## src/rtl/uart_pkg.sv

```systemverilog
// Shared UART definitions: receive FSM state enum, frame width and default bit timing.
// UART_RX_PARITY_EN adds the PARITY state to the receive FSM.
package uart_pkg;

    localparam int unsigned UART_DATA_BITS    = 8;
    localparam int unsigned UART_CLKS_PER_BIT = 250;

    typedef enum logic [2:0] {
        ST_IDLE   = 3'd0,
        ST_START  = 3'd1,
        ST_DATA   = 3'd2,
`ifdef UART_RX_PARITY_EN
        ST_PARITY = 3'd3,
`endif
        ST_STOP   = 3'd4
    } uart_rx_state_t;

endpackage

```

## src/rtl/uart_rx_fifo.sv

```systemverilog
// Small synchronous FIFO for received bytes; head entry is always presented on rdata.
module uart_rx_fifo #(
    parameter int unsigned WIDTH = 8,
    parameter int unsigned DEPTH = 4
) (
    input  logic             clk,
    input  logic             rst_n,
    input  logic             push,
    input  logic [WIDTH-1:0] wdata,
    input  logic             pop,
    output logic [WIDTH-1:0] rdata,
    output logic             full,
    output logic             empty
);

    localparam int unsigned AW = $clog2(DEPTH);
    localparam int unsigned CW = AW + 1;

    logic [WIDTH-1:0] mem_q [DEPTH];
    logic [WIDTH-1:0] mem_d [DEPTH];
    logic [AW-1:0]    wr_ptr_q, wr_ptr_d;
    logic [AW-1:0]    rd_ptr_q, rd_ptr_d;
    logic [CW-1:0]    count_q, count_d;
    logic             do_push, do_pop;

    assign empty = (count_q == '0);
    assign full  = (count_q == CW'(DEPTH));
    assign rdata = mem_q[rd_ptr_q];

    // A push into a full FIFO is accepted only when a pop frees the slot in the same cycle.
    always_comb begin
        do_pop   = pop && !empty;
        do_push  = push && (!full || do_pop);
        mem_d    = mem_q;
        wr_ptr_d = wr_ptr_q;
        rd_ptr_d = rd_ptr_q;
        if (do_push) begin
            mem_d[wr_ptr_q] = wdata;
            wr_ptr_d        = wr_ptr_q + AW'(1);
        end
        if (do_pop) begin
            rd_ptr_d = rd_ptr_q + AW'(1);
        end
        count_d = count_q + CW'(do_push) - CW'(do_pop);
    end

    always_ff @(posedge clk or negedge rst_n) begin
        if (!rst_n) begin
            for (int i = 0; i < int'(DEPTH); i++) begin
                mem_q[i] <= '0;
            end
            wr_ptr_q <= '0;
            rd_ptr_q <= '0;
            count_q  <= '0;
        end else begin
            mem_q    <= mem_d;
            wr_ptr_q <= wr_ptr_d;
            rd_ptr_q <= rd_ptr_d;
            count_q  <= count_d;
        end
    end

endmodule

```

## src/rtl/uart_rx.sv

```systemverilog
// UART receiver: synchroniser, 8N1 frame FSM with error flags, byte FIFO with valid/ready pop.
// Define UART_RX_PARITY_EN for 8E1 frames and a live o_parity_err.
module uart_rx
    import uart_pkg::*;
#(
    parameter int unsigned CLKS_PER_BIT = UART_CLKS_PER_BIT,
    parameter int unsigned FIFO_DEPTH   = 4
) (
    input  logic                      i_clk,
    input  logic                      i_rst_n,
    input  logic                      i_rx,
    output logic [UART_DATA_BITS-1:0] o_data,
    output logic                      o_valid,
    input  logic                      i_ready,
    output logic                      o_frame_err,
    output logic                      o_overrun,
    output logic                      o_parity_err
);

    localparam int unsigned CW = $clog2(CLKS_PER_BIT);
    localparam int unsigned BW = $clog2(UART_DATA_BITS);
    localparam logic [CW-1:0] HALF_CNT = CW'(CLKS_PER_BIT / 2 - 1);
    localparam logic [CW-1:0] LAST_CNT = CW'(CLKS_PER_BIT - 1);
    localparam logic [BW-1:0] LAST_BIT = BW'(UART_DATA_BITS - 1);

    logic                      sync1_q, rx_s_q, rx_s_d_q;
    uart_rx_state_t            state_q, state_d;
    logic [CW-1:0]             cnt_q, cnt_d;
    logic [BW-1:0]             bit_q, bit_d;
    logic [UART_DATA_BITS-1:0] shift_q, shift_d;
    logic                      frame_err_q, frame_err_d;
    logic                      overrun_q, overrun_d;
    logic                      push_c, pop_c;
    logic                      fifo_full, fifo_empty;
`ifdef UART_RX_PARITY_EN
    logic                      par_err_q, par_err_d;
    logic                      parity_err_q, parity_err_d;
`endif

    assign pop_c   = !fifo_empty && i_ready;
    assign o_valid = !fifo_empty;

    always_comb begin
        state_d     = state_q;
        cnt_d       = cnt_q;
        bit_d       = bit_q;
        shift_d     = shift_q;
        frame_err_d = 1'b0;
        overrun_d   = 1'b0;
        push_c      = 1'b0;
`ifdef UART_RX_PARITY_EN
        par_err_d    = par_err_q;
        parity_err_d = 1'b0;
`endif
        case (state_q)
            ST_IDLE: begin
                if (rx_s_d_q && !rx_s_q) begin
                    cnt_d   = '0;
                    state_d = ST_START;
                end
            end
            ST_START: begin
                if (cnt_q == HALF_CNT) begin
                    cnt_d   = '0;
                    bit_d   = '0;
                    state_d = rx_s_q ? ST_IDLE : ST_DATA;
                end else begin
                    cnt_d = cnt_q + CW'(1);
                end
            end
            ST_DATA: begin
                if (cnt_q == LAST_CNT) begin
                    cnt_d   = '0;
                    shift_d = {rx_s_q, shift_q[UART_DATA_BITS-1:1]};
                    bit_d   = bit_q + BW'(1);
                    if (bit_q == LAST_BIT) begin
`ifdef UART_RX_PARITY_EN
                        state_d = ST_PARITY;
`else
                        state_d = ST_STOP;
`endif
                    end
                end else begin
                    cnt_d = cnt_q + CW'(1);
                end
            end
`ifdef UART_RX_PARITY_EN
            ST_PARITY: begin
                if (cnt_q == LAST_CNT) begin
                    cnt_d     = '0;
                    par_err_d = (rx_s_q != ^shift_q);
                    state_d   = ST_STOP;
                end else begin
                    cnt_d = cnt_q + CW'(1);
                end
            end
`endif
            ST_STOP: begin
                // Frame error wins over parity error; only clean frames reach the FIFO.
                if (cnt_q == LAST_CNT) begin
                    cnt_d   = '0;
                    state_d = ST_IDLE;
                    if (!rx_s_q) begin
                        frame_err_d = 1'b1;
`ifdef UART_RX_PARITY_EN
                    end else if (par_err_q) begin
                        parity_err_d = 1'b1;
`endif
                    end else begin
                        push_c    = 1'b1;
                        overrun_d = fifo_full && !pop_c;
                    end
                end else begin
                    cnt_d = cnt_q + CW'(1);
                end
            end
            default: state_d = ST_IDLE;
        endcase
    end

    always_ff @(posedge i_clk or negedge i_rst_n) begin
        if (!i_rst_n) begin
            sync1_q     <= 1'b1;
            rx_s_q      <= 1'b1;
            rx_s_d_q    <= 1'b1;
            state_q     <= ST_IDLE;
            cnt_q       <= '0;
            bit_q       <= '0;
            shift_q     <= '0;
            frame_err_q <= 1'b0;
            overrun_q   <= 1'b0;
`ifdef UART_RX_PARITY_EN
            par_err_q    <= 1'b0;
            parity_err_q <= 1'b0;
`endif
        end else begin
            sync1_q     <= i_rx;
            rx_s_q      <= sync1_q;
            rx_s_d_q    <= rx_s_q;
            state_q     <= state_d;
            cnt_q       <= cnt_d;
            bit_q       <= bit_d;
            shift_q     <= shift_d;
            frame_err_q <= frame_err_d;
            overrun_q   <= overrun_d;
`ifdef UART_RX_PARITY_EN
            par_err_q    <= par_err_d;
            parity_err_q <= parity_err_d;
`endif
        end
    end

    assign o_frame_err = frame_err_q;
    assign o_overrun   = overrun_q;
`ifdef UART_RX_PARITY_EN
    assign o_parity_err = parity_err_q;
`else
    assign o_parity_err = 1'b0;
`endif

    uart_rx_fifo #(
        .WIDTH (UART_DATA_BITS),
        .DEPTH (FIFO_DEPTH)
    ) u_fifo (
        .clk   (i_clk),
        .rst_n (i_rst_n),
        .push  (push_c),
        .wdata (shift_q),
        .pop   (pop_c),
        .rdata (o_data),
        .full  (fifo_full),
        .empty (fifo_empty)
    );

endmodule
```

## config.mk

```make
export PLATFORM = sky130hd
export DESIGN_NAME = uart_rx
export DESIGN_NICKNAME = d
export VERILOG_FILES = /design/src/rtl/uart_pkg.sv /design/src/rtl/uart_rx_fifo.sv /design/src/rtl/uart_rx.sv
export SDC_FILE = /design/constraint.sdc
export NUM_CORES = 1
export LEC_CHECK = 0
export CAP_MARGIN = 30
export CORE_MARGIN = 4
export CORE_UTILIZATION = 40
export CTS_CLUSTER_SIZE = 10
export DETAILED_ROUTE_END_ITERATION = 8
export PLACE_DENSITY = 0.53
export SLEW_MARGIN = 20
export SYNTH_ARGS = -nofsm -noshare
export SYNTH_HDL_FRONTEND = slang
export SYNTH_SLANG_ARGS = --single-unit
```

## constraint.sdc

```tcl
create_clock -name i_clk -period 3.1 [get_ports i_clk]
set_input_delay 0.62 -clock i_clk [delete_from_list [all_inputs] [get_ports i_clk]]
set_output_delay 0.62 -clock i_clk [all_outputs]
set_load 0.005 [all_outputs]
```

==> results of run 1 <==
-- logic make-up (layout without fill, tap and decap cells) --
kind of cell,Yosys count,after routing
flip-flops,66,66
AND/OR/NAND/NOR,51,51
multiplexers,49,49
AO/OA/AOI/OAI,27,27
buffers and inverters,22,47
adder cells (fa/ha/maj),13,13
XOR/XNOR,6,6
other,1,1
-- layout make-up --
class | count | area, sq um
clock inverters | 6 | 88.84
inverters | 13 | 48.80
well taps | 99 | 123.9
repair buffers | 18 | 177.7
multi-input cells | 147 | 1376
fillers | 667 | 3800
clock buffers | 10 | 137.6
flip-flops and latches | 66 | 1655
-- stage by stage --
step | setup slack, ns | cells | hold WS (ns) | util [%] | instance area, sq um
global route | 0.2965 | 359 | 0.3461 | 48.71 | 3608
floorplan | 0.6213 | 235 | 0.3244 | - | 3122
detailed placement | 0.3247 | 343 | 0.3490 | 45.65 | 3382
finish | 0.4250 | 359 | 0.3096 | 48.71 | 3608
global placement | 0.3632 | 343 | 0.3467 | 45.65 | 3382
CTS | 0.3553 | 359 | 0.3271 | 48.71 | 3608
-- cell usage after synthesis, drive strengths merged (3+ instances only) --
library cell	n	area share [%]
mux2	41	15
mux4	8	5.8
xnor2	3	0.84
buf	6	1.2
nand2	11	1.3
nor2	8	0.96
inv	13	1.6
ha	11	4.4
a22o	3	0.84
o211ai	6	1.4
clkbuf	3	0.36
a21oi	3	0.48
nor3	7	1.1
o21ai	4	0.64
dfrtp	63	51
nand3	8	1.9
dfstp	3	2.5
xor2	3	0.84
-- how the worst min path moves through the flow --
stage	start	end	slack, ns	cells after the start
CTS	i_rst_n	cnt_q[0]$_DFFE_PN0P_	0.33	1
floorplan	i_rst_n	bit_q[0]$_DFFE_PN0P_	0.32	0
global placement	sync1_q$_DFF_PN1_	rx_s_q$_DFF_PN1_	0.35	0
finish	i_rst_n	cnt_q[0]$_DFFE_PN0P_	0.31	1
detailed placement	sync1_q$_DFF_PN1_	rx_s_q$_DFF_PN1_	0.35	0
global route	i_rst_n	cnt_q[0]$_DFFE_PN0P_	0.35	1
-- worst reg2reg max path, cell delays in order (launching register included) --
cell	delay [ns]
dfrtp_1	0.46
nand4_1	0.39
nor4_4	0.56
nand3_2	0.35
mux2_2	0.37
-- routing by layer --
metal	up-vias	share of wire, %	track usage, %
met3	10	2.6	4.222
met5	-	0	0
met4	0	1.6	5.257
met1	947	48	19.09
met2	19	48	22.71
li1	882	-	-
-- where the power goes --
part | switching (mW) | internal, mW | total, mW | leakage, nW
Sequential | 0.116 | 0.937 | 1.05 | 0.883
Clock | 0.346 | 0.476 | 0.822 | 0.109
Combinational | 0.257 | 0.214 | 0.471 | 0.695
-- cells in the final DEF (no fill, tap or decap), types with 2 or more instances in the layout --
cell	count
a21oi_1	3
a22o_1	3
and2_1	2
buf_4	3
bufinv_16	2
clkbuf_8	10
clkdlybuf4s50_1	13
clkinvlp_4	2
dfrtp_1	63
dfstp_2	3
ha_1	11
inv_1	13
mux2_2	40
mux4_2	8
nand2_1	11
nand2b_1	2
nand3_1	4
nand3_2	4
nand4_1	2
nor2_1	8
nor3_1	7
o211ai_1	6
o21a_1	2
o21ai_0	4
o22ai_1	2
or3b_2	2
xnor2_1	3
xor2_1	3
-- sequential cells by signal, summed over array words and instances (netlist names) --
register         count
u_fifo.mem_q        32
cnt_q                8
shift_q              8
bit_q                3
state_q              3
u_fifo.count_q       3
u_fifo.rd_ptr_q      2
u_fifo.wr_ptr_q      2
o_frame_err          1
o_overrun            1
rx_s_d_q             1
rx_s_q               1
sync1_q              1
==> metrics.txt, run 1 <==
status=completed; HP Class=primary input to async pin; root buffer cell=clkbuf_8; Total Wirelength=between 5 and 6 mm; R2R Path End=u_fifo.mem_q[10]$_DFFE_PN0P_; remaining antenna violation count=0; cells after synthesis=about 240; pin slew with the least headroom to its limit=0.6988 ns; sequential area share after synthesis=53.03%; DR iter-0 viols=39; Die X=96.34 microns; startpoint types=flop; maxcap violations=0; CTS tree=done; CTS Buffer Depth=2; critical path, cell by cell=buf_4, mux4_2, clkdlybuf4s50_1; Congestion Overflow GR=0; initial antenna violation count=0; gr usage total=14.48%; Mapped Area=around 0.0031 sq mm; Async SR Flop Fraction=100.0%; final total power=between 2 and 2.5 mW; EDFF count, synth=0; worst setup path end=o_data[7]; worst vdd ir=0.2978 mV; vias in the first global route=1935; f_max=373.8 MHz; Top delay family on crit path=buffers and inverters; clock-pin transition on the worst setup and hold timing paths=0.08 ns; post-synthesis adder-cell area fraction=5.371%; Worst-Skew Late Latency=between 0.3 and 0.4 ns; crit path kind=flop to output pin; Ports=16; diode count=0; drt pass-1 iters=4; cell area power density=650.4 mW/mm^2; Vias/cell=5.175; crit path from=u_fifo.rd_ptr_q[0]$_DFFE_PN0N_; worst path bufs/invs=2; largest family of logic cells by synthesized area=multiplexers; worst reg2reg path startpoint=cnt_q[3]$_DFFE_PN0P_; global-route wire length before repair=9.867 mm; drc violations=0; Post-Syn Nets=roughly 250; final setup fails=0; Final TNS setup=0 ns; worst-path fanout max=6; Routed WL per cell=16.19 microns; R2R cell count=4; yosys warns=0; Worst path slowest cell=mux4_2; share of cells above drive strength 1=32.31%; FP Rows=31; Max Clock Skew=0.01416 ns; fin. max-slew vios=0; Initial Util=42.14%; Sink Count=66; Levels on crit path=3; IO Port Bufs=14; placed wire-length estimate=3.732 mm; Critical Path End Type=output pin; cts bufs inserted=9; top_reg_cell synth=dfrtp_1; worst reg2reg setup slack=roughly 0.85 ns; Syn Area/Cell=13.28 sq um; Netlist cell types=47; final period utilization=86.29%; Area Overhead vs Synth=15.59%; min Tclk post-route=2.675 ns; PostCTS Resize Cnt=0; leakage power=about 1.7 nW; Core Footprint=0.007408 sq mm; # hold bufs at CTS=0; largest net degree at the start of global routing=39; mux cell area share after synthesis=20.56%; # Post-CTS Setup Buffers=0; Synth Area in XOR/XNOR=1.683%; crit path DAT=2.06 ns; H-tree depth=3; die footprint=just over 0.009 sq mm; #FFs+latches synth=66; RD Place Congestion=0.7545; worst rel slew slack=between 50% and 60%; max incr delay on CP=0.53 ns; fin nets=271; RSZ-0062 raised after global routing=false; Synth Area in Simple Gates=9.699%; compound-cell area share of the yosys netlist=roughly 6.5%; final hold violations=0; Die H=96.34 microns; vias=1858; CP required=about 2.5 ns
Power figures use the tool's default switching activity.
==> inputs of run 2 (changes only) <==
CORE_UTILIZATION = 31   (was 40)
PLACE_DENSITY = 0.43   (was 0.53)
==> run 2 against run 1 <==
Effect of this change: fmax increased by 0.92%; sequential power is essentially flat; hold slack lost 0.050 ns; largest cell class unchanged; sequential cell count is the same; cell count up 9.7%; via count increased by 0.86%.
==> metrics.txt, run 2 (same netlist as run 1, synthesis figures left out) <==
final hold violations=0 (unchanged); crit path from=u_fifo.rd_ptr_q[0]$_DFFE_PN0N_ (unchanged); Clk pwr share=31.0% (was 35.0%); Final TNS setup=0 ns (unchanged); max incr delay on CP=0.53 ns (about the same); PostCTS Resize Cnt=0 (unchanged); initial antenna violation count=0 (unchanged); largest net degree at the start of global routing=26 (was 39); vias=1874 (was 1858); worst vdd ir=0.2840 mV (was 0.2978 mV); Total Wirelength=6.175 mm (was 5.813 mm); GR Util met3=3.582% (was 4.222%); Max Clock Skew=0.006830 ns (was 0.01416 ns); clock-pin transition on the worst setup and hold timing paths=0.08 ns (about the same); RSZ-0062 raised after global routing=false (unchanged); Sequential Power Share=47.8% (was 44.9%); drt pass-1 iters=4 (unchanged); FP Rows=36 (was 31); max reg flops=32 (unchanged); GR Util met1=15.69% (was 19.09%); worst reg2reg path startpoint=state_q[2]$_DFFE_PN0P_ (was cnt_q[3]$_DFFE_PN0P_); vias in the first global route=1977 (was 1935); fin nets=272 (was 271); startpoint types=flop (unchanged); worst-path fanout max=7 (was 6); Biggest register=u_fifo.mem_q (unchanged); HP Class=primary input to async pin (unchanged); leakage power=1.662 nW (was 1.686 nW); Core Footprint=0.009774 sq mm (was 0.007408 sq mm); CTS tree=done (unchanged); IO Port Bufs=14 (unchanged); FILL cells=979 (was 667); R2R Path End=u_fifo.count_q[1]$_DFF_PN0_ (was u_fifo.mem_q[10]$_DFFE_PN0P_); DR iter-0 viols=27 (was 39); cts bufs inserted=9 (unchanged); cell area power density=612.5 mW/mm^2 (was 650.4 mW/mm^2); Sink Count=66 (unchanged); crit path kind=flop to output pin (unchanged); critical path, cell by cell=buf_4, mux4_2, clkdlybuf4s50_1 (unchanged); Int Power=1.454 mW (was 1.627 mW); Worst-Skew Late Latency=0.34 ns (was 0.35 ns); H-tree depth=3 (unchanged); multi-input logic area=0.001376 sq mm (unchanged); drc violations=0 (unchanged); Worst path slowest cell=mux4_2 (unchanged); R2R cell count=5 (was 4); crit path DAT=2.03 ns (was 2.06 ns); worst hold slack=0.2597 ns (was 0.3096 ns); root buffer cell=clkbuf_8 (unchanged); sw frac=34.12% (was 30.67%); diode count=0 (unchanged); pin slew with the least headroom to its limit=0.5465 ns (was 0.6988 ns); RD Place Congestion=0.7383 (was 0.7545); Die X=108.4 microns (was 96.34 microns); top flop regs=u_fifo.mem_q x32, cnt_q x8, shift_q x8 (unchanged); final period utilization=85.51% (was 86.29%); gr usage total=11.78% (was 14.48%); die footprint=0.01174 sq mm (was 0.009281 sq mm); placed wire-length estimate=4.105 mm (was 3.732 mm); Combinational Power Share=21.3% (was 20.1%); most common cell after layout, fill and taps aside=dfrtp_1 (unchanged); met2 Track Usage GR=18.56% (was 22.71%); # hold bufs at CTS=0 (unchanged); worst reg2reg setup slack=0.85 ns (about the same); # Post-CTS Setup Buffers=0 (unchanged); status=completed (unchanged); Area Overhead vs Synth=15.43% (was 15.59%); fin. max-slew vios=0 (unchanged); CTS Buffer Depth=2 (unchanged); DP Area=0.003420 sq mm (was 0.003382 sq mm); Critical Path End Type=output pin (unchanged); share of cells above drive strength 1=32.57% (was 32.31%); GRT busiest layer=met2 (unchanged); Routed WL per cell=15.67 microns (was 16.19 microns); Vias/cell=4.756 (was 5.175); remaining antenna violation count=0 (unchanged); maxcap violations=0 (unchanged); min Tclk post-route=2.651 ns (was 2.675 ns); global-route wire length before repair=10.50 mm (was 9.867 mm); worst rel slew slack=63.57% (was 53.41%); CP required=2.48 ns (about the same); worst setup path end=o_data[7] (unchanged); final setup fails=0 (unchanged); final standard cell area without fillers=0.003603 sq mm (was 0.003608 sq mm); Initial Util=31.94% (was 42.14%); f_max=377.3 MHz (was 373.8 MHz); Die H=108.4 microns (was 96.34 microns); most frequent cells in the layout=63 x dfrtp_1, 40 x mux2_2, 13 x inv_1, 13 x clkdlybuf4s50_1 (unchanged); Congestion Overflow GR=0 (unchanged); Sequential Area=0.001655 sq mm (unchanged); Ports=16 (unchanged); P_sw=0.7530 mW (was 0.7198 mW)
-- run 2: cell types whose count changed in the layout (fill, tap and decap cells not counted) --
cell        before  now
inv_6            1    3
inv_8            0    1
buf_12           1    0
clkbuf_8        10    9
clkinvlp_4       2    3
buf_4            3    5
clkinv_2         1    0
bufinv_16        2    0
-- run 2: how the worst min path moves through the flow --
stage                            startpoint                           to  slack, ns  cells after the start
after floorplan                     i_rst_n         bit_q[0]$_DFFE_PN0P_       0.32                      0
after global placement    sync1_q$_DFF_PN1_             rx_s_q$_DFF_PN1_       0.35                      0
after detailed placement  sync1_q$_DFF_PN1_             rx_s_q$_DFF_PN1_       0.35                      0
after CTS                           i_rst_n  u_fifo.mem_q[3]$_DFFE_PN0P_       0.26                      1
after global routing                i_rst_n  u_fifo.mem_q[3]$_DFFE_PN0P_       0.29                      1
final                               i_rst_n         cnt_q[2]$_DFFE_PN0P_       0.26                      1
-- run 2: critical path: cells and delay by family (launching register included) --
family                 cells  cell delay [ns]
buffers and inverters      2             0.70
flip-flops                 1             0.46
multiplexers               1             0.53
-- run 2: final cells by class --
class	count	area share, %
Clock inverter	7	1.667
Multi-Input combinational cell	147	38.19
Timing Repair Buffer	19	4.792
Inverter	13	1.354
Sequential cell	66	45.94
Tap cell	133	4.618
Clock buffer	9	3.438
-- run 2: power groups by stage --
stage          sequential, mW  combinational, mW  clock [mW]
2_1_floorplan           0.994              0.412           0
3_3_place_gp             1.07              0.479           0
3_5_place_dp             1.07              0.480           0
4_1_cts                  1.06              0.482       0.713
5_1_grt                  1.07              0.541       0.755
6_report                 1.05              0.469       0.684
-- run 2: metal layers --
metal	up-vias	routed length, microns
met1	947	2997
met2	22	2916
li1	899	-
met3	6	183
met5	-	0
met4	0	78
-- run 2: stage by stage --
step	instances	power, mW	util (%)	worst slack (ns)
finish	394	2.207	36.87	0.4493
global route	394	2.369	36.87	0.2783
CTS	394	2.252	36.87	0.3735
detailed placement	378	1.553	34.98	0.3398
global placement	378	1.553	34.98	0.3602
floorplan	235	1.406	-	0.6213
==> inputs of run 3 (changes only) <==
CTS_BUF_LIST = sky130_fd_sc_hd__clkbuf_16   (was default)
REMOVE_ABC_BUFFERS = 1   (was default)
==> run 3 against run 2 <==
Effect of this change: via count grew 0.37%; total power is 23% higher; worst setup slack got worse by 0.057 ns; critical path type unchanged; largest power group is now the clock network; highest routed layer unchanged.
==> metrics.txt, run 3 (same netlist as run 1, synthesis figures left out) <==
status=completed (unchanged); gr usage total=12.08% (was 11.78%); worst rel slew slack=65.08% (was 63.57%); f_max=369.4 MHz (was 377.3 MHz); min Tclk post-route=2.707 ns (was 2.651 ns); vias in the first global route=2007 (was 1977); drt pass-1 iters=4 (unchanged); Initial Util=31.94% (unchanged); root buffer cell=clkbuf_16 (was clkbuf_8); fin. max-slew vios=0 (unchanged); fin nets=273 (was 272); CTS Buffer Depth=2 (unchanged); worst hold slack=0.2546 ns (was 0.2597 ns); worst vdd ir=0.2633 mV (was 0.2840 mV); Core Footprint=0.009774 sq mm (unchanged); final period utilization=87.33% (was 85.51%); startpoint types=flop (unchanged); diode count=0 (unchanged); most common cell after layout, fill and taps aside=dfrtp_1 (unchanged); maxcap violations=0 (unchanged); drc violations=0 (unchanged); global-route wire length before repair=10.52 mm (was 10.50 mm); crit path kind=flop to output pin (unchanged); initial antenna violation count=0 (unchanged); placed wire-length estimate=4.013 mm (was 4.105 mm); # hold bufs at CTS=0 (unchanged); # Post-CTS Setup Buffers=0 (unchanged); crit path from=u_fifo.rd_ptr_q[0]$_DFFE_PN0N_ (unchanged); final setup fails=0 (unchanged); CTS tree=done (unchanged); cts bufs inserted=9 (unchanged); share of cells above drive strength 1=32.82% (was 32.57%); Routed WL per cell=16.11 microns (was 15.67 microns); FILL cells=931 (was 979); Area Overhead vs Synth=21.40% (was 15.43%); Congestion Overflow GR=0 (unchanged); Ports=16 (unchanged); crit path DAT=2.09 ns (was 2.03 ns); remaining antenna violation count=0 (unchanged); RD Place Congestion=0.6922 (was 0.7383); worst-path fanout max=6 (was 7); leakage power=1.759 nW (was 1.662 nW); vias=1881 (was 1874); HP Class=primary input to async pin (unchanged); H-tree depth=3 (unchanged); top flop regs=u_fifo.mem_q x32, cnt_q x8, shift_q x8 (unchanged); Sink Count=66 (unchanged); die footprint=0.01174 sq mm (unchanged); worst reg2reg path startpoint=state_q[0]$_DFFE_PN0P_ (was state_q[2]$_DFFE_PN0P_); Vias/cell=4.762 (was 4.756); Biggest register=u_fifo.mem_q (unchanged); clock-pin transition on the worst setup and hold timing paths=0.06 ns (was 0.08 ns); Die X=108.4 microns (unchanged); IO Port Bufs=14 (unchanged); PostCTS Resize Cnt=0 (unchanged); RSZ-0062 raised after global routing=false (unchanged); cell area power density=713.8 mW/mm^2 (was 612.5 mW/mm^2); Final TNS setup=0 ns (unchanged); FP Rows=36 (unchanged); DR iter-0 viols=47 (was 27); final hold violations=0 (unchanged); largest net degree at the start of global routing=67 (was 26); pin slew with the least headroom to its limit=0.5239 ns (was 0.5465 ns); most frequent cells in the layout=63 x dfrtp_1, 40 x mux2_2, 13 x inv_1, 13 x clkdlybuf4s50_1 (unchanged); Die H=108.4 microns (unchanged); Worst-Skew Late Latency=0.33 ns (was 0.34 ns); Critical Path End Type=output pin (unchanged); CP required=2.48 ns (about the same); Total Wirelength=6.363 mm (was 6.175 mm); Max Clock Skew=0.004453 ns (was 0.006830 ns); max reg flops=32 (unchanged)
run 3: worst paths after layout:
check                                                    to  slack [ns]  cells after the start
worst max-delay path                              o_data[2]        0.39                      3
worst min-delay path                   cnt_q[4]$_DFFE_PN0P_        0.25                      2
worst max register to register  u_fifo.count_q[1]$_DFF_PN0_        0.84                      5
worst min register to register             rx_s_q$_DFF_PN1_        0.36                      0
max in group asynchronous                 sync1_q$_DFF_PN1_        2.28                      3
min in group i_clk                         rx_s_q$_DFF_PN1_        0.36                      0
run 3: final cells by class:
| type | instances | area, sq um | share of cell area (%) |
|---|---|---|---|
| Clock buffer | 9 | 225.2 | 5.943 |
| Clock inverter | 7 | 117.6 | 3.103 |
| Inverter | 13 | 48.80 | 1.288 |
| Multi-Input combinational cell | 147 | 1376 | 36.32 |
| Sequential cell | 66 | 1655 | 43.68 |
| Tap cell | 133 | 166.4 | 4.391 |
| Timing Repair Buffer | 20 | 200.2 | 5.282 |
run 3: power breakdown:
part           total [mW]  leakage, nW  internal [mW]  switching [mW]
Clock                1.17        0.169          0.785           0.385
Combinational       0.468        0.707          0.215           0.253
Sequential           1.07        0.883          0.939           0.129
run 3: per-stage QoR:
| stage | cell area [sq um] | util (%) | std cells | power, mW | worst slack (ns) |
|---|---|---|---|---|---|
| detailed placement | 3420 | 34.98 | 378 | 1.562 | 0.3248 |
| global route | 3790 | 38.77 | 395 | 2.856 | 0.2623 |
| floorplan | 3074 | - | 226 | 1.381 | 0.4393 |
| finish | 3790 | 38.77 | 395 | 2.705 | 0.3927 |
| CTS | 3762 | 38.49 | 394 | 2.758 | 0.3266 |
| global placement | 3420 | 34.98 | 378 | 1.553 | 0.3647 |
run 3: layer usage:
layer	wire, microns	global-route usage (%)	part of all wire (%)	vias to the layer above
met4	106	3.607	1.7	0
met2	3234	21.14	51	23
li1	-	-	-	886
met1	2810	13.76	44	963
met3	211	4.478	3.3	9
met5	0	0	0	-
run 3: critical path: stages (launching register included):
cell and delay [ns]:
dfrtp_1 0.53, buf_4 0.25, mux4_2 0.52, clkdlybuf4s50_1 0.46
